===== src/rtl/doppler_mix_pkg.sv =====
// Shared widths, epoch state type and saturation helper for the Doppler mixer.
package doppler_mix_pkg;

  localparam int NCO_W  = 6;
  localparam int GAIN_W = 8;
  localparam int PROD_W = 15;

  typedef enum logic {
    IDLE  = 1'b0,
    ACCUM = 1'b1
  } epoch_state_t;

  // Clamp a signed value into the range of a signed word of 'width' bits.
  function automatic logic signed [63:0] sat_to(input int width, input logic signed [63:0] value);
    logic signed [63:0] max_v;
    logic signed [63:0] min_v;
    max_v = (64'sd1 <<< (width - 1)) - 64'sd1;
    min_v = -(64'sd1 <<< (width - 1));
    if (value > max_v) begin
      return max_v;
    end else if (value < min_v) begin
      return min_v;
    end
    return value;
  endfunction

endpackage


===== src/rtl/mix_lane.sv =====
// One mixer component: chip sign, gain scale, epoch accumulate and saturate.
module mix_lane
  import doppler_mix_pkg::*;
#(
  parameter int ACC_W = 19,
  parameter int OUT_W = 16,
  parameter int SHIFT = 0
) (
  input  logic              clk,
  input  logic              reset,
  input  logic              i_en0,
  input  logic              i_chip,
  input  logic [GAIN_W-1:0] i_gain,
  input  logic [NCO_W-1:0]  i_x,
  input  logic              i_en1,
  input  logic              i_en2,
  input  logic              i_first2,
  input  logic              i_last2,
  output logic [OUT_W-1:0]  o_y,
  output logic              o_sat
);

  localparam int MUL_W = PROD_W + 1;

  logic signed [NCO_W:0]   w_x_ext;
  logic signed [NCO_W:0]   w_x1;
  logic signed [NCO_W:0]   r_x1;
  logic [GAIN_W-1:0]       r_gain1;
  logic signed [MUL_W-1:0] w_mul_a;
  logic signed [MUL_W-1:0] w_mul_b;
  logic signed [MUL_W-1:0] w_prod;
  logic signed [PROD_W-1:0] r_p;
  logic signed [ACC_W-1:0] w_p_ext;
  logic signed [ACC_W-1:0] w_acc_next;
  logic signed [ACC_W-1:0] r_acc;
  logic signed [ACC_W-1:0] w_shifted;
  logic signed [63:0]      w_wide;
  logic signed [63:0]      w_sat_wide;
  logic                    w_clip;
  logic [OUT_W-1:0]        r_y;
  logic                    r_sat;

  // One extra bit keeps -(-32) = +32 exact.
  assign w_x_ext = $signed({i_x[NCO_W-1], i_x});
  assign w_x1    = i_chip ? -w_x_ext : w_x_ext;

  assign w_mul_a = $signed({{(MUL_W-NCO_W-1){r_x1[NCO_W]}}, r_x1});
  assign w_mul_b = $signed({{(MUL_W-GAIN_W){1'b0}}, r_gain1});
  assign w_prod  = w_mul_a * w_mul_b;

  assign w_p_ext    = $signed({{(ACC_W-PROD_W){r_p[PROD_W-1]}}, r_p});
  assign w_acc_next = i_first2 ? w_p_ext : r_acc + w_p_ext;
  assign w_shifted  = w_acc_next >>> SHIFT;
  assign w_wide     = $signed({{(64-ACC_W){w_shifted[ACC_W-1]}}, w_shifted});
  assign w_sat_wide = sat_to(OUT_W, w_wide);
  assign w_clip     = (w_sat_wide != w_wide);

  always_ff @(posedge clk or negedge reset) begin
    if (!reset) begin
      r_x1    <= '0;
      r_gain1 <= '0;
      r_p     <= '0;
      r_acc   <= '0;
      r_y     <= '0;
      r_sat   <= 1'b0;
    end else begin
      if (i_en0) begin
        r_x1    <= w_x1;
        r_gain1 <= i_gain;
      end
      if (i_en1) begin
        r_p <= w_prod[PROD_W-1:0];
      end
      if (i_en2) begin
        r_acc <= w_acc_next;
      end
      if (i_en2 && i_last2) begin
        r_y   <= w_sat_wide[OUT_W-1:0];
        r_sat <= w_clip;
      end
    end
  end

  assign o_y   = r_y;
  assign o_sat = r_sat;

endmodule


===== src/rtl/doppler_mixer.sv =====
// Sums per-channel chip/gain-weighted NCO samples over an epoch into one
// saturated complex baseband sample; owns framing, beat counting and flags.
module doppler_mixer
  import doppler_mix_pkg::*;
#(
  parameter int MAX_CH = 16,
  parameter int OUT_W  = 16,
  parameter int SHIFT  = 0
) (
  input  logic              clk,
  input  logic              reset,
  input  logic              dv_in,
  input  logic              first_in,
  input  logic              last_in,
  input  logic              chip_in,
  input  logic [GAIN_W-1:0] gain_in,
  input  logic [NCO_W-1:0]  real_in,
  input  logic [NCO_W-1:0]  imag_in,
  output logic              dv_out,
  output logic [OUT_W-1:0]  real_out,
  output logic [OUT_W-1:0]  imag_out,
  output logic              sat_flag,
  output logic              frame_err
);

  localparam int ACC_W = PROD_W + $clog2(MAX_CH);
  localparam int CNT_W = $clog2(MAX_CH + 1);
  localparam logic [CNT_W-1:0] MAX_CNT = CNT_W'(MAX_CH);

  epoch_state_t     r_state;
  epoch_state_t     w_state_next;
  logic [CNT_W-1:0] r_cnt;
  logic [CNT_W-1:0] w_cnt_next;
  logic             w_accept;
  logic             w_ferr;

  logic r_v1, r_first1, r_last1;
  logic r_v2, r_first2, r_last2;
  logic r_v3;

  logic [NCO_W-1:0] w_x   [2];
  logic [OUT_W-1:0] w_y   [2];
  logic             w_sat [2];

  assign w_x[0] = real_in;
  assign w_x[1] = imag_in;

  // Framing is resolved at the input: only beats that belong to a legal
  // epoch enter the pipeline, so downstream stages never see a stray beat.
  // An epoch longer than MAX_CH is aborted before the accumulator can grow.
  always_comb begin
    w_state_next = r_state;
    w_cnt_next   = r_cnt;
    w_accept     = 1'b0;
    w_ferr       = 1'b0;
    if (dv_in) begin
      if (first_in) begin
        w_accept = 1'b1;
        w_ferr   = (r_state == ACCUM);
        if (last_in) begin
          w_state_next = IDLE;
          w_cnt_next   = '0;
        end else begin
          w_state_next = ACCUM;
          w_cnt_next   = CNT_W'(1);
        end
      end else if (r_state == IDLE) begin
        w_ferr = 1'b1;
      end else if (r_cnt == MAX_CNT) begin
        w_ferr       = 1'b1;
        w_state_next = IDLE;
        w_cnt_next   = '0;
      end else begin
        w_accept = 1'b1;
        if (last_in) begin
          w_state_next = IDLE;
          w_cnt_next   = '0;
        end else begin
          w_cnt_next = r_cnt + CNT_W'(1);
        end
      end
    end
  end

  always_ff @(posedge clk or negedge reset) begin
    if (!reset) begin
      r_state   <= IDLE;
      r_cnt     <= '0;
      frame_err <= 1'b0;
      r_v1      <= 1'b0;
      r_first1  <= 1'b0;
      r_last1   <= 1'b0;
      r_v2      <= 1'b0;
      r_first2  <= 1'b0;
      r_last2   <= 1'b0;
      r_v3      <= 1'b0;
      dv_out    <= 1'b0;
      real_out  <= '0;
      imag_out  <= '0;
      sat_flag  <= 1'b0;
    end else begin
      r_state   <= w_state_next;
      r_cnt     <= w_cnt_next;
      frame_err <= frame_err | w_ferr;
      r_v1      <= w_accept;
      if (w_accept) begin
        r_first1 <= first_in;
        r_last1  <= last_in;
      end
      r_v2 <= r_v1;
      if (r_v1) begin
        r_first2 <= r_first1;
        r_last2  <= r_last1;
      end
      r_v3   <= r_v2 & r_last2;
      dv_out <= r_v3;
      if (r_v3) begin
        real_out <= w_y[0];
        imag_out <= w_y[1];
      end
      sat_flag <= sat_flag | (r_v3 & (w_sat[0] | w_sat[1]));
    end
  end

  for (genvar gi = 0; gi < 2; gi++) begin : g_lane
    mix_lane #(
      .ACC_W (ACC_W),
      .OUT_W (OUT_W),
      .SHIFT (SHIFT)
    ) u_lane (
      .clk      (clk),
      .reset    (reset),
      .i_en0    (w_accept),
      .i_chip   (chip_in),
      .i_gain   (gain_in),
      .i_x      (w_x[gi]),
      .i_en1    (r_v1),
      .i_en2    (r_v2),
      .i_first2 (r_first2),
      .i_last2  (r_last2),
      .o_y      (w_y[gi]),
      .o_sat    (w_sat[gi])
    );
  end

endmodule


===== config.mk =====
export PLATFORM = sky130hd
export DESIGN_NAME = doppler_mixer
export DESIGN_NICKNAME = d
export VERILOG_FILES = /design/src/rtl/doppler_mix_pkg.sv /design/src/rtl/mix_lane.sv /design/src/rtl/doppler_mixer.sv
export SDC_FILE = /design/constraint.sdc
export NUM_CORES = 1
export LEC_CHECK = 0
export ABC_AREA = 1
export BUFFER_PORTS_ARGS = -buffer_cell sky130_fd_sc_hd__buf_2
export CAP_MARGIN = 25
export CORE_AREA = 2 2 168 170
export DETAILED_ROUTE_END_ITERATION = 6
export DIE_AREA = 0 0 170 172
export GPL_TIMING_DRIVEN = 0
export PLACE_DENSITY = 0.77
export SYNTH_ARGS = -nofsm -noshare
export SYNTH_HDL_FRONTEND = slang
export SYNTH_HIERARCHICAL = 1
export SYNTH_SLANG_ARGS = --single-unit
export TNS_END_PERCENT = 10

===== constraint.sdc =====
create_clock -name clk -period 4.42 [get_ports clk]
set_input_delay 0.442 -clock clk [delete_from_list [all_inputs] [get_ports clk]]
set_output_delay 0.442 -clock clk [all_outputs]
set_load 0.03 [all_outputs]

==> results of run 1 <==
[registers in the layout (all words and copies together) (netlist names), 2 cells and up]
register,cells
g_lane.u_lane/r_acc,38
g_lane.u_lane/o_sat,2
real_out,16
g_lane.u_lane/r_p,30
g_lane.u_lane/o_y,32
r_cnt,5
g_lane.u_lane/r_gain1,16
g_lane.u_lane/r_x1,14
imag_out,16
[cell usage in the layout, fill, tap and decap left out, types with 20 or more instances in the layout]
cell type / count
fa_1: 62
nor2_1: 62
buf_2: 62
o21ai_0: 128
mux2_2: 34
a21oi_1: 41
xnor2_1: 20
ha_1: 110
nand2_1: 572
dfrtp_1: 167
nand3_1: 62
inv_1: 249
clkbuf_1: 29
nand2_2: 22
[worst paths after layout]
path	from	cells after the start	slack, ps	end
setup / recovery	g_lane[1].u_lane/r_gain1[1]	18	80	g_lane[1].u_lane/r_p[14]
hold / removal	last_in	2	210	r_state
setup reg to reg	g_lane[1].u_lane/r_gain1[1]	18	80	g_lane[1].u_lane/r_p[14]
hold reg to reg	r_v3	0	370	dv_out
max in group asynchronous	reset	3	2980	r_cnt[0]
min in group asynchronous	reset	2	510	real_out[13]
[timing repair]
| item | CTS | global route |
|---|---|---|
| pin swaps | 0 | 2 |
| buffers inserted | 0 | 2 |
| setup endpoints to repair | 6 | 9 |
| gates resized for setup | 5 | 35 |
| hold buffers | 1 | 0 |
| hold endpoints to repair | 63 | 0 |
[per-layer routing]
| layer | track usage [%] | wire length, µm |
|---|---|---|
| met1 | 28.1 | 14100 |
| met4 | 6.02 | 455 |
| met2 | 36.1 | 14400 |
| met5 | 0 | 0 |
| met3 | 2.22 | 1110 |
[area by class of cell]
cell class                 instances  area, µm²  area share, %
buffer                            43        223           1.48
inverter                         263        987           6.57
clock inverter                    15        165           1.10
sequential                       180       4520           30.1
clock buffer                      17        425           2.83
timing repair buffer              64        363           2.42
tap                              346        433           2.88
multi-input combinational       1229       7900           52.6
[power by group through the flow]
stage	Clock (W)	Combinational [W]	Sequential [W]
after CTS	0.00158	0.00662	0.00277
after global routing	0.00165	0.00789	0.00288
final	0.00155	0.00701	0.00279
after global placement	0	0.00638	0.00273
after detailed placement	0	0.00659	0.00276
after floorplan	0	0.00489	0.00290
[cells by family after synthesis]
| kind of cell | Yosys count | synth area share, % |
|---|---|---|
| flip-flops | 180 | 33.2 |
| AND/OR/NAND/NOR | 768 | 24.0 |
| multiplexers | 35 | 2.90 |
| buffers and inverters | 317 | 9.19 |
| XOR/XNOR | 34 | 2.20 |
| AO/OA/AOI/OAI | 214 | 8.63 |
| adder cells (fa/ha/maj) | 178 | 19.9 |
[stage by stage]
stage / utilization, % / area [µm²] / power (W) / worst slack (ps)
after floorplan: - / 13500 / 0.00779 / 323
after global placement: 52.0 / 14300 / 0.00911 / -6.29
after detailed placement: 52.1 / 14300 / 0.00935 / -112
after CTS: 54.2 / 14900 / 0.0110 / 4.75
after global routing: 54.6 / 15000 / 0.0124 / -99.0
final: 54.6 / 15000 / 0.0113 / 81.2
[critical path, cell delays in order, from the launching register on]
cell	delay [ps]
dfrtp_2	440
inv_1	80
nand2_1	80
fa_1	550
inv_1	60
fa_1	520
fa_1	520
fa_1	610
ha_4	240
a21oi_1	220
o21ai_1	130
a21oi_2	180
o21bai_1	130
nand2_1	80
nand2_1	50
nand2_1	70
nand3b_1	80
nand3_1	120
nand2_1	70
==> summary.md, run 1 <==
| Metric | Value |
|---|---|
| Fraction of layout cells with a size suffix above 1 | `13.7%` |
| Final min period | `roughly 4300 ps` |
| Filler cell count in the final layout | `roughly 2600` |
| CP required | `about 4700 ps` |
| Crit. End Element | `flop` |
| Core region area | `roughly 27000 µm²` |
| Number of flops mapped to enable cells by yosys | `0` |
| Syn nets | `roughly 1900` |
| Synthesized area per cell | `approximately 8 µm²` |
| Floorplan row count | `61` |
| Sequential area share after synthesis | `between 30% and 40%` |
| Inst Count DP | `between 2000 and 2500` |
| Peak supply drop | `roughly 0.35 mV` |
| Sw Share | `around half` |
| Slew @ Worst Pin | `between 600 and 700 ps` |
| Die Y | `172 µm` |
| Final hold viol count | `0` |
| Clock Skew | `about 14 ps` |
| Die Wd | `about 170 µm` |
| Number of global-route vias before repair | `around 11000` |
| Most common cell in the netlist | `nand2_1` |
| GP Congestion | `a little under 0.9` |
| Synth warnings | `6` |
| Via density | `about 5.2` |
| Comb power frac | `between 60% and 70%` |
| Setup Crit Path Kind | `flop to flop` |
| DR DRC count | `0` |
| Clock root cell | `clkbuf_16` |
| Normalized max-slew margin | `roughly three fifths` |
| Via Count | `between 10000 and 15000` |
| Dominant synthesized flop cell | `dfrtp_1` |
| Area leader, netlist | `dfrtp_1` |
| Largest net degree at the start of global routing | `around 120` |
| Worst-case clock buffer depth | `2` |
| Tcrit/Tclk final | `a little over nine tenths` |
| Drt initial violations | `between 700 and 800` |
| CTS tree | `built` |
| Most instantiated cells after synthesis | `nand2_1, inv_1, dfrtp_1` |
| Post-Synthesis Cell Area | `around 14000 µm²` |
| Synth Instances | `1726` |
| Synth top area share | `around a third` |
| CTS clk-pin slew, worst paths | `approximately 80 ps` |
| RSZ-0062 raised after global routing | `true` |
| Drt pass-1 iters | `6` |
| Antenna cell count | `0` |
| Layout area overhead | `10.8%` |
| Avg WL per Cell | `about 14 µm` |
| I/O pin total | `61` |
| CP max FO | `5` |
| P_leak | `about 8.3 nW` |
| Worst-Skew Late Latency | `roughly 440 ps` |
| Initial Util | `between 40 and 50%` |
| Final Setup Violations | `0` |
| Cell area power density | `between 700 and 800 nW/µm²` |
| Synth Register Bits | `180` |
| Synth top area cells | `dfrtp_1, nand2_1, ha_1` |
| Distinct cells, synth | `41` |
| HPWL after detailed placement | `23000 µm` |
| Final hold slack | `~210 ps` |
| Pint | `approximately 0.0058 W` |
| Sink Count | `180` |
| Fraction of registers with async set/reset | `100%` |
| Post-route setup TNS | `0 ps` |
| Hold Crit Class | `primary input to flop` |
| Max-cap viol count | `0` |
| Crit path arrival time | `between 4000 and 5000 ps` |
| Flop pwr share | `between 20% and 30%` |
| P_sw | `0.00556 W` |
| Status | `finished clean` |
| Total track usage | `a little over a fifth` |
| Number of buffers created by CTS | `17` |
| Port bufs | `60` |
| Slew Viols, Final | `0` |
| CTS H-Tree Depth | `4` |
| Remaining global-route overflow | `0` |
| Peak Freq | `about 230 MHz` |
| Routed Antenna Nets | `0` |
| Non-filler cells, final | `approximately 2200` |
| CP Launch Type | `flop` |
| Full die area | `29200 µm²` |
| Post-layout nets | `about 2000` |
| Clock share of power | `13.6%` |
| First-pass GRT wire length | `50000 µm` |
| Post-Route WL | `approximately 30000 µm` |
| Initial antenna violation count | `0` |
No activity file was read; power rests on OpenSTA's default activity.
==> run 2, diff against run 1 <==
ABC_AREA = not set   (was 1)
CORE_AREA = 2 2 165 167   (was 2 2 168 170)
DIE_AREA = 0 0 167 169   (was 0 0 170 172)
==> run 2 against run 1 <==
The flow now finishes with violations (setup timing). Sequential share of layout area is 0.59 points higher. Cell area is 1.8% lower. Clock skew is 1.3 ps higher. Synthesized area is 3.5% lower. Worst setup slack worse by 99 ps. Die area is 3.5% lower. Count of clock-buffer cells in the layout is 1 higher. Register-to-register slack worse by 99 ps. Via count is 14% lower. Critical path depth is 3 lower. Cell count is 19% lower. Worst hold slack better by 44 ps. Critical path type unchanged.
==> summary.md, run 2 <==
| Metric | Value |
|---|---|
| Critical Path Sink | `g_lane[0].u_lane/r_p[14]` |
| CTS clk-pin slew, worst paths | `70 ps (about the same)` |
| Largest Register | `g_lane.u_lane/r_acc` |
| Slew Viols, Final | `0 (unchanged)` |
| Number of global-route vias before repair | `9519 (-11%)` |
| Area leader, netlist | `dfrtp_1` |
| CP required | `4770 ps (+30 ps)` |
| FF-to-FF End | `g_lane[0].u_lane/r_p[14]` |
| Post-Synthesis Cell Area | `13100 µm² (-3.5%)` |
| CP dominant cell by count | `fa_1` |
| Crit path arrival time | `4790 ps (+130 ps)` |
| Worst-case clock buffer depth | `2 (unchanged)` |
| Full die area | `28200 µm² (-3.5%)` |
| Floorplan row count | `60 (-1.6%)` |
| Synth top area cells | `dfrtp_1, ha_1, fa_1` |
| Layout area overhead | `12.8%` |
| Normalized max-slew margin | `62.6% (+2.8 points)` |
| Number of flops mapped to enable cells by yosys | `0 (unchanged)` |
| Design area | `14800 µm² (-1.8%)` |
| Dominant synthesized flop cell | `dfrtp_1` |
| Most common cell after layout, fill and taps aside | `dfrtp_1` |
| Flop-to-flop setup slack | `-20 ps (-100 ps)` |
| Reg-to-Reg Start | `g_lane[0].u_lane/r_x1[3]` |
| DP Worst Slack | `-323 ps (-210 ps)` |
| Final Setup Violations | `1 (+1)` |
| Most instantiated cells after synthesis | `dfrtp_1, ha_1, inv_1, nand2_1, a21oi_1` |
| GP Congestion | `0.871 (-2.4%)` |
| Post-layout nets | `1594 (-20%)` |
| Status | `complete, but fails checks` |
| Clock Skew | `15.3 ps (+1.26 ps)` |
| Remaining global-route overflow | `0 (unchanged)` |
| Max incr delay on CP | `520 ps (-90 ps)` |
| Drt pass-1 iters | `5 (-1)` |
| Commonest cells after routing, fill and taps aside | `dfrtp_1, ha_1, inv_1` |
| Drt initial violations | `622 (-17%)` |
| Sink Count | `180 (unchanged)` |
| Synth Register Bits | `180 (unchanged)` |
| Number of buffers created by CTS | `17 (unchanged)` |
| Die Wd | `167 µm (-1.8%)` |
| RSZ-0062 raised after global routing | `true` |
| Crit. Startpoint | `g_lane[0].u_lane/r_x1[3]` |
| Synth Instances | `1295 (-25%)` |
| Max-cap viol count | `0 (unchanged)` |
| Sequential area share after synthesis | `34.4% (+1.2 points)` |
| Die Y | `169 µm (-1.7%)` |
| Worst-Skew Late Latency | `440 ps (about the same)` |
| CP max FO | `7 (+2)` |
| Failing checks | `setup timing` |
| Initial antenna violation count | `3 (+3)` |
| Worst reg-to-reg path cell count | `15 (-3)` |
| Peak Freq | `225 MHz (-2.2%)` |
| CP Cell Sequence | `buf_6 -> nand2_2 -> fa_1 -> fa_1 -> inv_1 -> fa_1 -> fa_1 -> ha_4 -> inv_1 -> o21bai_2 -> a211oi_2 -> nor3_2 -> nor3_2 -> or4_1 -> a31oi_1` |
| Final min period | `4440 ps (+99.4 ps)` |
| HPWL after detailed placement | `19700 µm (-14%)` |
| Fraction of layout cells with a size suffix above 1 | `19.5% (+5.8 points)` |
| Crit. End Element | `flop` |
| Routed Antenna Nets | `0 (unchanged)` |
| Setup Crit Path Kind | `flop to flop` |
| Avg WL per Cell | `15.4 µm (+10%)` |
| Via Count | `9581 (-14%)` |
| CP Launch Type | `flop` |
| Synthesized area per cell | `10.1 µm² (+29%)` |
| Post-Route WL | `26900 µm (-11%)` |
| CTS tree | `built` |
| Synth top area share | `34.4% (+1.2 points)` |
| First-pass GRT wire length | `45400 µm (-9.1%)` |
| Core region area | `26500 µm² (-3.6%)` |
| DR DRC count | `0 (unchanged)` |
| Most common cell in the netlist | `dfrtp_1` |
| Distinct cells, synth | `78 (+90%)` |
| CTS H-Tree Depth | `4 (unchanged)` |
| Synth warnings | `6 (unchanged)` |
| Initial Util | `49.4% (about the same)` |
| Fraction of registers with async set/reset | `100% (unchanged)` |
| Port bufs | `59 (-1.7%)` |
| Min-Delay Startpoint | `last_in` |
| Slowest stage cell, crit path | `fa_1` |
| Final hold viol count | `0 (unchanged)` |
| Final worst setup slack | `-18.1 ps (-99.4 ps)` |
| Slew @ Worst Pin | `562 ps (-42.2 ps)` |
| Number of flip-flops under the largest register name | `38 (unchanged)` |
| Hold Crit Class | `primary input to flop` |
| Post-DP Area | `13800 µm² (-3.4%)` |
| Post-route setup TNS | `-18.1 ps (-18.1 ps)` |
| Clock root cell | `clkbuf_16` |
| Syn nets | `1499 (-22%)` |
| Via density | `5.49 (+6.3%)` |
| Final hold slack | `249 ps (+43.8 ps)` |
| Total track usage | `19.4% (-1.6 points)` |
| Largest net degree at the start of global routing | `112 (-5.1%)` |
| Filler cell count in the final layout | `2223 (-13%)` |
| Tcrit/Tclk final | `100% (+2.2 points)` |
| I/O pin total | `61 (unchanged)` |
-- run 2: changes by cell type after synthesis, sizes merged, moves of 15 or more --
cell	change
and2	+55
xnor2	+21
o21ai	-83
nand3	-57
nand2	-490
a22o	+29
a21o	+22
mux2i	+15
inv	-155
mux2	+48
nand2b	+18
nor2	+21
a21oi	+49
-- run 2: critical path, delay by kind of cell (launching register included) --
kind                       cells  cell delay (ps)
AOI/OAI and AO/OA              3              480
adders and majority gates      5             2230
buffers and inverters          3              250
DFF                            1              460
and+or+nand+nor                4              940
-- run 2: cells by family (layout without fill, tap and decap cells) --
family                   Yosys count  after routing  synth area share [%]
AO/OA/AOI/OAI                    287            287                  14.9
XOR/XNOR                          61             61                  4.19
adder cells (fa/ha/maj)          178            178                  20.6
buffers and inverters            153            260                  4.84
flip-flops                       180            180                  34.4
multiplexers                      98             98                  8.31
other                              0              2                     0
AND/OR/NAND/NOR                  338            338                  12.8
-- run 2: final cells by class --
cell class / instances / area [µm²] / area share, %
Clock buffer: 18 / 429 / 2.91
Multi-Input combinational cell: 962 / 8080 / 54.8
Antenna cell: 2 / 5.00 / 0.0339
Clock inverter: 13 / 163 / 1.10
Tap cell: 341 / 427 / 2.89
Timing Repair Buffer: 81 / 497 / 3.37
Sequential cell: 180 / 4530 / 30.7
Buffer: 42 / 228 / 1.54
Inverter: 106 / 398 / 2.70
-- run 2: metal layers --
layer	vias up	part of all wire (%)	GRT usage (%)
met5	-	0.033	0
met4	2	1.2	5.36
met3	29	4.9	3.25
met2	190	46	31.1
met1	4661	48	27.2
li1	4699	-	-
-- run 2: what timing repair did --
action / CTS / global route
pin swaps: 6 / 18
hold buffers: 1 / 0
setup endpoints to repair: 9 / 9
buffers inserted: 7 / 13
endpoints found under the hold margin: 49 / 0
resized for setup: 19 / 25
-- run 2: worst min path at each step --
stage | to | slack, ps | cells after the start
CTS | r_state | 230 | 2
finish | r_state | 250 | 2
floorplan | dv_out | 150 | 0
detailed placement | dv_out | 370 | 0
global placement | dv_out | 360 | 0
global route | g_lane[0].u_lane/r_gain1[3] | 250 | 2
-- run 2: stage by stage --
step	cells	utilization, %
5_1_grt	1744	55.7
6_report	1745	55.7
3_5_place_dp	1696	52.2
4_1_cts	1730	54.8
2_1_floorplan	1295	-
3_3_place_gp	1695	52.1
Power of run 2 is left out: the tool's default activity adds up to more than one toggle a clock period on the data nets, which glitch-free logic cannot reach.
